File: src/rtl/press_pulse_gen.sv
// Player input front end: synchronizes and debounces the two raw buttons, turns
// debounced rises into one-cycle L/R move pulses, and hosts the LFSR computer opponent.
module press_pulse_gen #(
  parameter int DEBOUNCE_CYCLES = 4,
  parameter int CPU_PACE        = 8
) (
  input  logic       clk,
  input  logic       reset,
  input  logic       key_l,
  input  logic       key_r,
  input  logic       cpu_en,
  input  logic [8:0] difficulty,
  input  logic       freeze,
  output logic       L,
  output logic       R
);

  localparam logic [7:0] DB_LAST = 8'(DEBOUNCE_CYCLES - 1);
  localparam logic [7:0] PC_LAST = 8'(CPU_PACE - 1);

  // Bit 0 carries the left key, bit 1 the right key.
  logic [1:0]      keys;
  logic [1:0]      s1;
  logic [1:0]      s2;
  logic [1:0]      db;
  logic [1:0]      db_d;
  logic [1:0]      rise;
  logic [1:0][7:0] cnt;

  logic [9:0] q;
  logic [7:0] pc;
  logic       cpu_hit;
  logic       l_req;
  logic       r_req;

  assign keys = {key_r, key_l};

  // Two-flop synchronizer
  always_ff @(posedge clk) begin
    if (!reset) begin
      s1 <= '0;
      s2 <= '0;
    end else begin
      s1 <= keys;
      s2 <= s1;
    end
  end

  // Debounce: the level only moves after DEBOUNCE_CYCLES consecutive disagreeing samples
  always_ff @(posedge clk) begin
    if (!reset) begin
      db   <= '0;
      db_d <= '0;
      cnt  <= '0;
    end else begin
      db_d <= db;
      for (int i = 0; i < 2; i++) begin
        if (s2[i] != db[i]) begin
          if (cnt[i] == DB_LAST) begin
            db[i]  <= s2[i];
            cnt[i] <= '0;
          end else begin
            cnt[i] <= cnt[i] + 8'd1;
          end
        end else begin
          cnt[i] <= '0;
        end
      end
    end
  end

  // Computer opponent: XNOR LFSR free-runs; a press is attempted once per pace period
  always_ff @(posedge clk) begin
    if (!reset) begin
      q       <= '0;
      pc      <= '0;
      cpu_hit <= 1'b0;
    end else begin
      q <= {q[8:0], ~(q[9] ^ q[6])};
      if (pc == PC_LAST) begin
        pc      <= '0;
        cpu_hit <= (q < {1'b0, difficulty});
      end else begin
        pc      <= pc + 8'd1;
        cpu_hit <= 1'b0;
      end
    end
  end

  // Simultaneous pushes cancel; freeze only masks, it never stalls state
  assign rise  = db & ~db_d;
  assign l_req = rise[0];
  assign r_req = cpu_en ? cpu_hit : rise[1];
  assign L     = l_req & ~r_req & ~freeze;
  assign R     = r_req & ~l_req & ~freeze;

endmodule

File: config.mk
export PLATFORM = sky130hd
export DESIGN_NAME = press_pulse_gen
export DESIGN_NICKNAME = d
export VERILOG_FILES = /design/src/rtl/press_pulse_gen.sv
export SDC_FILE = /design/constraint.sdc
export NUM_CORES = 1
export LEC_CHECK = 0
export ABC_AREA = 1
export BUFFER_PORTS_ARGS = -buffer_cell sky130_fd_sc_hd__buf_4
export CAP_MARGIN = 10
export CORE_ASPECT_RATIO = 1.2
export CORE_MARGIN = 10
export CORE_UTILIZATION = 58
export DETAILED_ROUTE_END_ITERATION = 12
export HOLD_SLACK_MARGIN = 0.03
export PLACE_DENSITY = 0.78
export SKIP_CTS_REPAIR_TIMING = 1
export SYNTH_ARGS = -nofsm -noshare
export SYNTH_HDL_FRONTEND = slang
export SYNTH_SLANG_ARGS = --single-unit
File: constraint.sdc
create_clock -name clk -period 1.3 [get_ports clk]
set_input_delay 0.065 -clock clk [delete_from_list [all_inputs] [get_ports clk]]
set_output_delay 0.065 -clock clk [all_outputs]
set_load 0.05 [all_outputs]
==> results of run 1 <==
-- worst reg2reg max path, stage by stage (launching register included) --
cell	delay (ns)
dfxtp_1	0.39
ha_4	0.15
nand4_1	0.16
o21bai_4	0.29
inv_2	0.04
nand2_1	0.05
inv_1	0.03
-- flip-flops by register name (all words and copies together) (netlist names) --
| signal | cells |
|---|---|
| cnt | 16 |
| cpu_hit | 1 |
| db | 2 |
| db_d | 2 |
| pc | 8 |
| q | 10 |
| s1 | 2 |
| s2 | 2 |
-- layer usage --
layer  vias to the layer above  global-route usage [%]  part of all wire (%)
met4                         0                    5.34                   1.9
met2                        24                    17.3                    48
met1                       682                    13.6                    45
met3                         6                    4.64                   4.4
met5                         -                       0                     0
li1                        833                       -                     -
-- synth_stat cells --
cell type  count  area share, %
inv_2          3           0.58
nand2_1       52             10
inv_1         50            9.7
xor2_1         8            3.6
nand4_1        3           0.97
o21bai_4       2            1.9
nand3_2        2            1.0
ha_1          11            7.1
a21oi_1       11            2.8
a21boi_0       1           0.39
or2_1          1           0.32
nor2_2         3           0.97
nor3_2         1           0.52
nor3_1         5            1.3
clkinv_1       1           0.19
nand3_1       11            2.8
dfxtp_1       43             45
o21bai_1       1           0.39
nand4_2        1           0.65
nand2_2        1           0.32
or2_2          2           0.65
nor2_1        35            6.8
o21ai_0        5            1.3
buf_2          2           0.52
a21oi_2        1           0.45
-- area by class of cell --
class / count / area (um^2)
Inverter: 54 / 203
Multi-Input combinational cell: 157 / 910
Fill cell: 279 / 880
Clock inverter: 1 / 5.00
Tap cell: 36 / 45.0
Timing Repair Buffer: 22 / 183
Sequential cell: 43 / 868
Clock buffer: 7 / 45.0
-- through the flow --
step / area, um^2 / utilization (%) / setup slack [ns] / instances
after global routing: 2260 / 72.0 / -0.168 / 320
after detailed placement: 2100 / 67.1 / 0.0671 / 307
final: 2260 / 72.0 / -0.0736 / 320
after floorplan: 1940 / - / 0.0302 / 256
after global placement: 2100 / 67.1 / 0.102 / 307
after CTS: 2150 / 68.7 / -0.161 / 315
-- where the power goes --
group	internal [uW]	switching [uW]
sequential	1340	14.6
clock	211	420
combinational	71.9	66.0
total	1620	500
-- how the worst max path moves through the flow --
stage / from / to / slack [ns] / cells past startpoint
after floorplan: db[1] / R / 0.03 / 4
after global placement: cnt[0] / cnt[5] / 0.10 / 6
after detailed placement: cnt[8] / cnt[13] / 0.07 / 6
after CTS: db[1] / L / -0.16 / 6
after global routing: db[1] / L / -0.17 / 6
final: db[1] / L / -0.07 / 6
-- logic make-up (layout without fill, tap and decap cells) --
kind of cell	after synthesis	after routing	share of synthesized area [%]
xor+xnor	8	8	3.62
buf+inv	56	84	11.0
compound gates	21	21	7.31
simple gates	117	117	26.5
fa+ha+maj	11	11	7.12
flops	43	43	44.5
-- placed cells by master, fill, tap and decap left out, types with 2 or more instances in the layout --
master and n:
dfxtp_1 37, clkbuf_4 5, o21bai_4 2, xor2_1 8, inv_1 49, clkbuf_1 2, nor3_2 3, nor2_1 32
buf_4 16, nor2_2 6, dfxtp_2 6, or2_2 2, inv_2 4, nor3_1 3, dlygate4sd3_1 4, nand4_1 3
ha_4 2, a21oi_1 10, nand3_2 2, buf_6 2, ha_1 8, a21oi_2 2, o21ai_0 5, nand2_1 52
nand3_1 11
==> impl_metrics.tcl, run 1 <==
set metrics [dict create \
    outcome "finished, violations left" \
    failed_checks "negative setup slack" \
    die_y_um 83.3 \
    dieArea_um2 6050 \
    hold_slack_ns 0.160 \
    syn-num-nets 282 \
    pin_count 17 \
    startpoint_type "flip-flop" \
    r2r_start "cnt[9]" \
    whs_endpoint "cpu_hit" \
    diodes 0 \
    initial_utilization_pct 61.6 \
    cts_tree "built" \
    power_density_nw_per_um2 941 \
    yosysSeqAreaShare_pct 44.5 \
    grt_pass1_vias 1479 \
    routed_wirelength_um 3260 \
    critPathTopFamily "flip-flops" \
    r2r_slack_ns 0.11 \
    clock_skew_ns 0.0104 \
    viasPerCell 4.83 \
    synth_cells 256 \
    drive_above_1_share_pct 19.7 \
    core_um2 3140 \
    crit_fanout 4 \
    crit_path_max_incr_delay_ns 0.36 \
    maxSlewViolCount 0 \
    ant_nets 0 \
    overflow 0 \
    port_buffers 16 \
    dr.pass1.iters 4 \
    hold_violations 0 \
    drc_errors 0 \
    rsz0062_at_grt "yes" \
    synth_warnings 0 \
    grt_pass1_wl_um 5820 \
    ys_seq_elements 43 \
    p_leak_uw 0.00110 \
    setup_viol 2 \
    synth_cell_types 25 \
    clock_path_buffers 2 \
    crit_required_ns 1.24 \
    clock-sinks 43 \
    min_path_cells 7 \
    min-delay-start "difficulty[0]" \
    critPathBufInv 2 \
    min_period_ns 1.37 \
    cap_violations 0 \
    hp-class "input pin to flip-flop" \
    dr.first_iter.drc_count 81 \
    insertion_delay_ns 0.36 \
    r2r_cells 6 \
    worst_slack_ns -0.0736 \
    grt.total_usage_pct 11.5 \
    grt_max_degree 23 \
    fin_crit_sh_pct 106 \
    postSynthAreaPerCell_um2 7.56 \
    syn_to_final_growth_pct 16.8 \
    clock_tree.root_cell "clkbuf_4" \
    dieWidth_um 72.7 \
    h-tree-depth 2 \
    worstPathCellList "inv_2 -> nor3_2 -> a21oi_2 -> nand2_1 -> nor2_2 -> buf_6" \
    rows 22 \
    path_class "flip-flop to primary output" \
    dpl.hpwl_um 2390 \
    crit_arrival_ns 1.31 \
    cp_slowest_cell "dfxtp_2" \
    worst_pin_slew_ns 0.238 \
    fin_setup_tns_ns -0.122 \
    irDropWorstVdd_mv 0.785 \
    via_count 1545 \
    grt_antenna_before_repair 0 \
    syn_area_um2 1930 \
    wl_per_cell_um 10.2 \
    maxClockFrequency_mhz 728 \
    cp-end-kind "primary output" \
    gp_congestion 0.792 \
    total_power_uw 2120 \
    nNetsFinal 309 \
    numCtsBuffers 5 \
    maxSlewHeadroom_pct 84.1 \
    reg2reg_to "cnt[13]" \
    clk_pin_slew_ns 0.12 \
]
Note: power is estimated with default switching activity, not from simulation.
==> inputs of run 2 (changes only) <==
--- a/config.mk
+++ b/config.mk
@@ -8,7 +8,6 @@
 export ABC_AREA = 1
 export BUFFER_PORTS_ARGS = -buffer_cell sky130_fd_sc_hd__buf_4
 export CAP_MARGIN = 10
-export CORE_ASPECT_RATIO = 1.2
 export CORE_MARGIN = 10
 export CORE_UTILIZATION = 58
 export DETAILED_ROUTE_END_ITERATION = 12
==> impl_metrics.tcl, run 2 (same netlist as run 1, synthesis figures left out) <==
set metrics [dict create \
    outcome "finished, violations left" \
    failed_checks "negative setup slack" \
    r2r_slack_ns 0.11 \
    grt.total_usage_pct 10.9 \
    cap_violations 0 \
    grt_util_met1_pct 13.7 \
    h-tree-depth 2 \
    grt_pass1_wl_um 5530 \
    gp_congestion 0.843 \
    nNetsFinal 308 \
    fin_setup_tns_ns -0.0640 \
    fillCellCount 252 \
    grt_max_degree 23 \
    grt_antenna_before_repair 0 \
    reg2reg_to "cnt[5]" \
    crit_arrival_ns 1.28 \
    dieWidth_um 77.8 \
    min_path_cells 3 \
    syn_to_final_growth_pct 17.6 \
    crit_path_max_incr_delay_ns 0.35 \
    place_ws_ns 0.0508 \
    min_period_ns 1.35 \
    r2r_start "cnt[1]" \
    viasPerCell 4.55 \
    min-delay-start "reset" \
    top_register "cnt" \
    cp_slowest_cell "dfxtp_2" \
    hold_slack_ns 0.0232 \
    power_density_nw_per_um2 1010 \
    worst_pin_slew_ns 0.235 \
    multi_input_area_um2 907 \
    use_met2_pct 15.8 \
    largest_reg_flops 16 \
    fin_util_pct 72.7 \
    worst_slack_ns -0.0490 \
    clk_pin_slew_ns 0.11 \
    initial_utilization_pct 61.8 \
    maxSlewHeadroom_pct 84.3 \
    met3_usage_pct 3.69 \
    worst-path-stages 6 \
    dieArea_um2 6050 \
    dpl.hpwl_um 2220 \
    fin_crit_sh_pct 104 \
    final_cell_mix "nand2_1 (52), inv_1 (49), dfxtp_1 (37)" \
    critPathBufInv 2 \
    routed_wirelength_um 3040 \
    irDropWorstVdd_mv 0.609 \
    grt-busiest-layer "met2" \
    die_y_um 77.8 \
    wl_per_cell_um 9.31 \
    cp-end-kind "primary output" \
    worstPathCellList "inv_2 -> nor3_2 -> a21oi_2 -> nand2_1 -> nor2_2 -> buf_6" \
    clock_tree.root_cell "clkbuf_4" \
    setup_viol 2 \
    port_buffers 16 \
    hp-class "input pin to flip-flop" \
    core_um2 3130 \
    critPathTopFamily "flip-flops" \
    dr.pass1.iters 4 \
    crit_fanout 3 \
    crit_required_ns 1.24 \
    ff_latch_area_um2 868 \
    via_count 1482 \
    clock-sinks 43 \
    insertion_delay_ns 0.36 \
    ant_nets 0 \
    rows 20 \
    drc_errors 0 \
    rsz0062_at_grt "yes" \
    overflow 0 \
    diodes 0 \
    reg_top3 "cnt: 16 flops, q: 10 flops, pc: 8 flops" \
    grt_pass1_vias 1405 \
    startpoint_type "flip-flop" \
    pin_count 17 \
    numCtsBuffers 5 \
    drive_above_1_share_pct 19.9 \
    p_leak_uw 0.00111 \
    clock_path_buffers 2 \
    dr.first_iter.drc_count 88 \
    r2r_cells 6 \
    whs_endpoint "q[5]" \
    hold_violations 0 \
    cts_tree "built" \
    path_class "flip-flop to primary output" \
    maxClockFrequency_mhz 741 \
    layout_commonest_cell "nand2_1" \
    clock_skew_ns 0.00497 \
    maxSlewViolCount 0 \
]
-- run 2: changes by cell type in the layout (fill, tap and decap cells not counted), sizes merged --
cell,change
clkbuf,-1
dlygate4sd3,-2
bufinv,+1
buf,+1
clkinv,-1
-- run 2: how the worst max path moves through the flow --
stage	slack, ns	endpoint	startpoint
finish	-0.05	L	db[1]
global placement	0.11	cnt[5]	cnt[0]
global route	-0.15	L	db[1]
CTS	-0.17	L	db[1]
floorplan	0.03	R	db[1]
detailed placement	0.05	cnt[5]	cnt[0]
-- run 2: cell type report --
type	instances	area share [%]
clock buffers	6	1.82
clock inverters	1	1.32
inverters	54	8.91
multi-input cells	157	39.9
flip-flops and latches	43	38.2
well taps	44	2.42
repair buffers	21	7.48
-- run 2: worst register-to-register path: stages, from the launching register on --
cell,delay [ns]
dfxtp_1,0.40
ha_4,0.17
nand4_2,0.15
o21bai_4,0.26
inv_2,0.04
nand2_1,0.05
inv_1,0.03
-- run 2: metrics by stage --
step	cells	total power (uW)	cell area, um^2
finish	326	2290	2270
global route	326	2380	2270
CTS	321	2320	2180
detailed placement	314	1500	2110
global placement	314	1500	2110
floorplan	256	1450	1940
-- run 2: metal layers --
| metal | wire length [um] | share of wire [%] | vias up |
|---|---|---|---|
| met5 | 0 | 0 | - |
| met4 | 82 | 2.7 | 0 |
| met3 | 132 | 4.3 | 8 |
| met2 | 1260 | 41 | 23 |
| met1 | 1560 | 51 | 622 |
| li1 | - | - | 829 |
-- run 2: power by group --
| group | internal (uW) | switching [uW] | leakage, uW |
|---|---|---|---|
| Sequential | 1340 | 14.5 | 0.000352 |
| Clock | 396 | 411 | 0.0000383 |
| Combinational | 64.2 | 61.5 | 0.000723 |
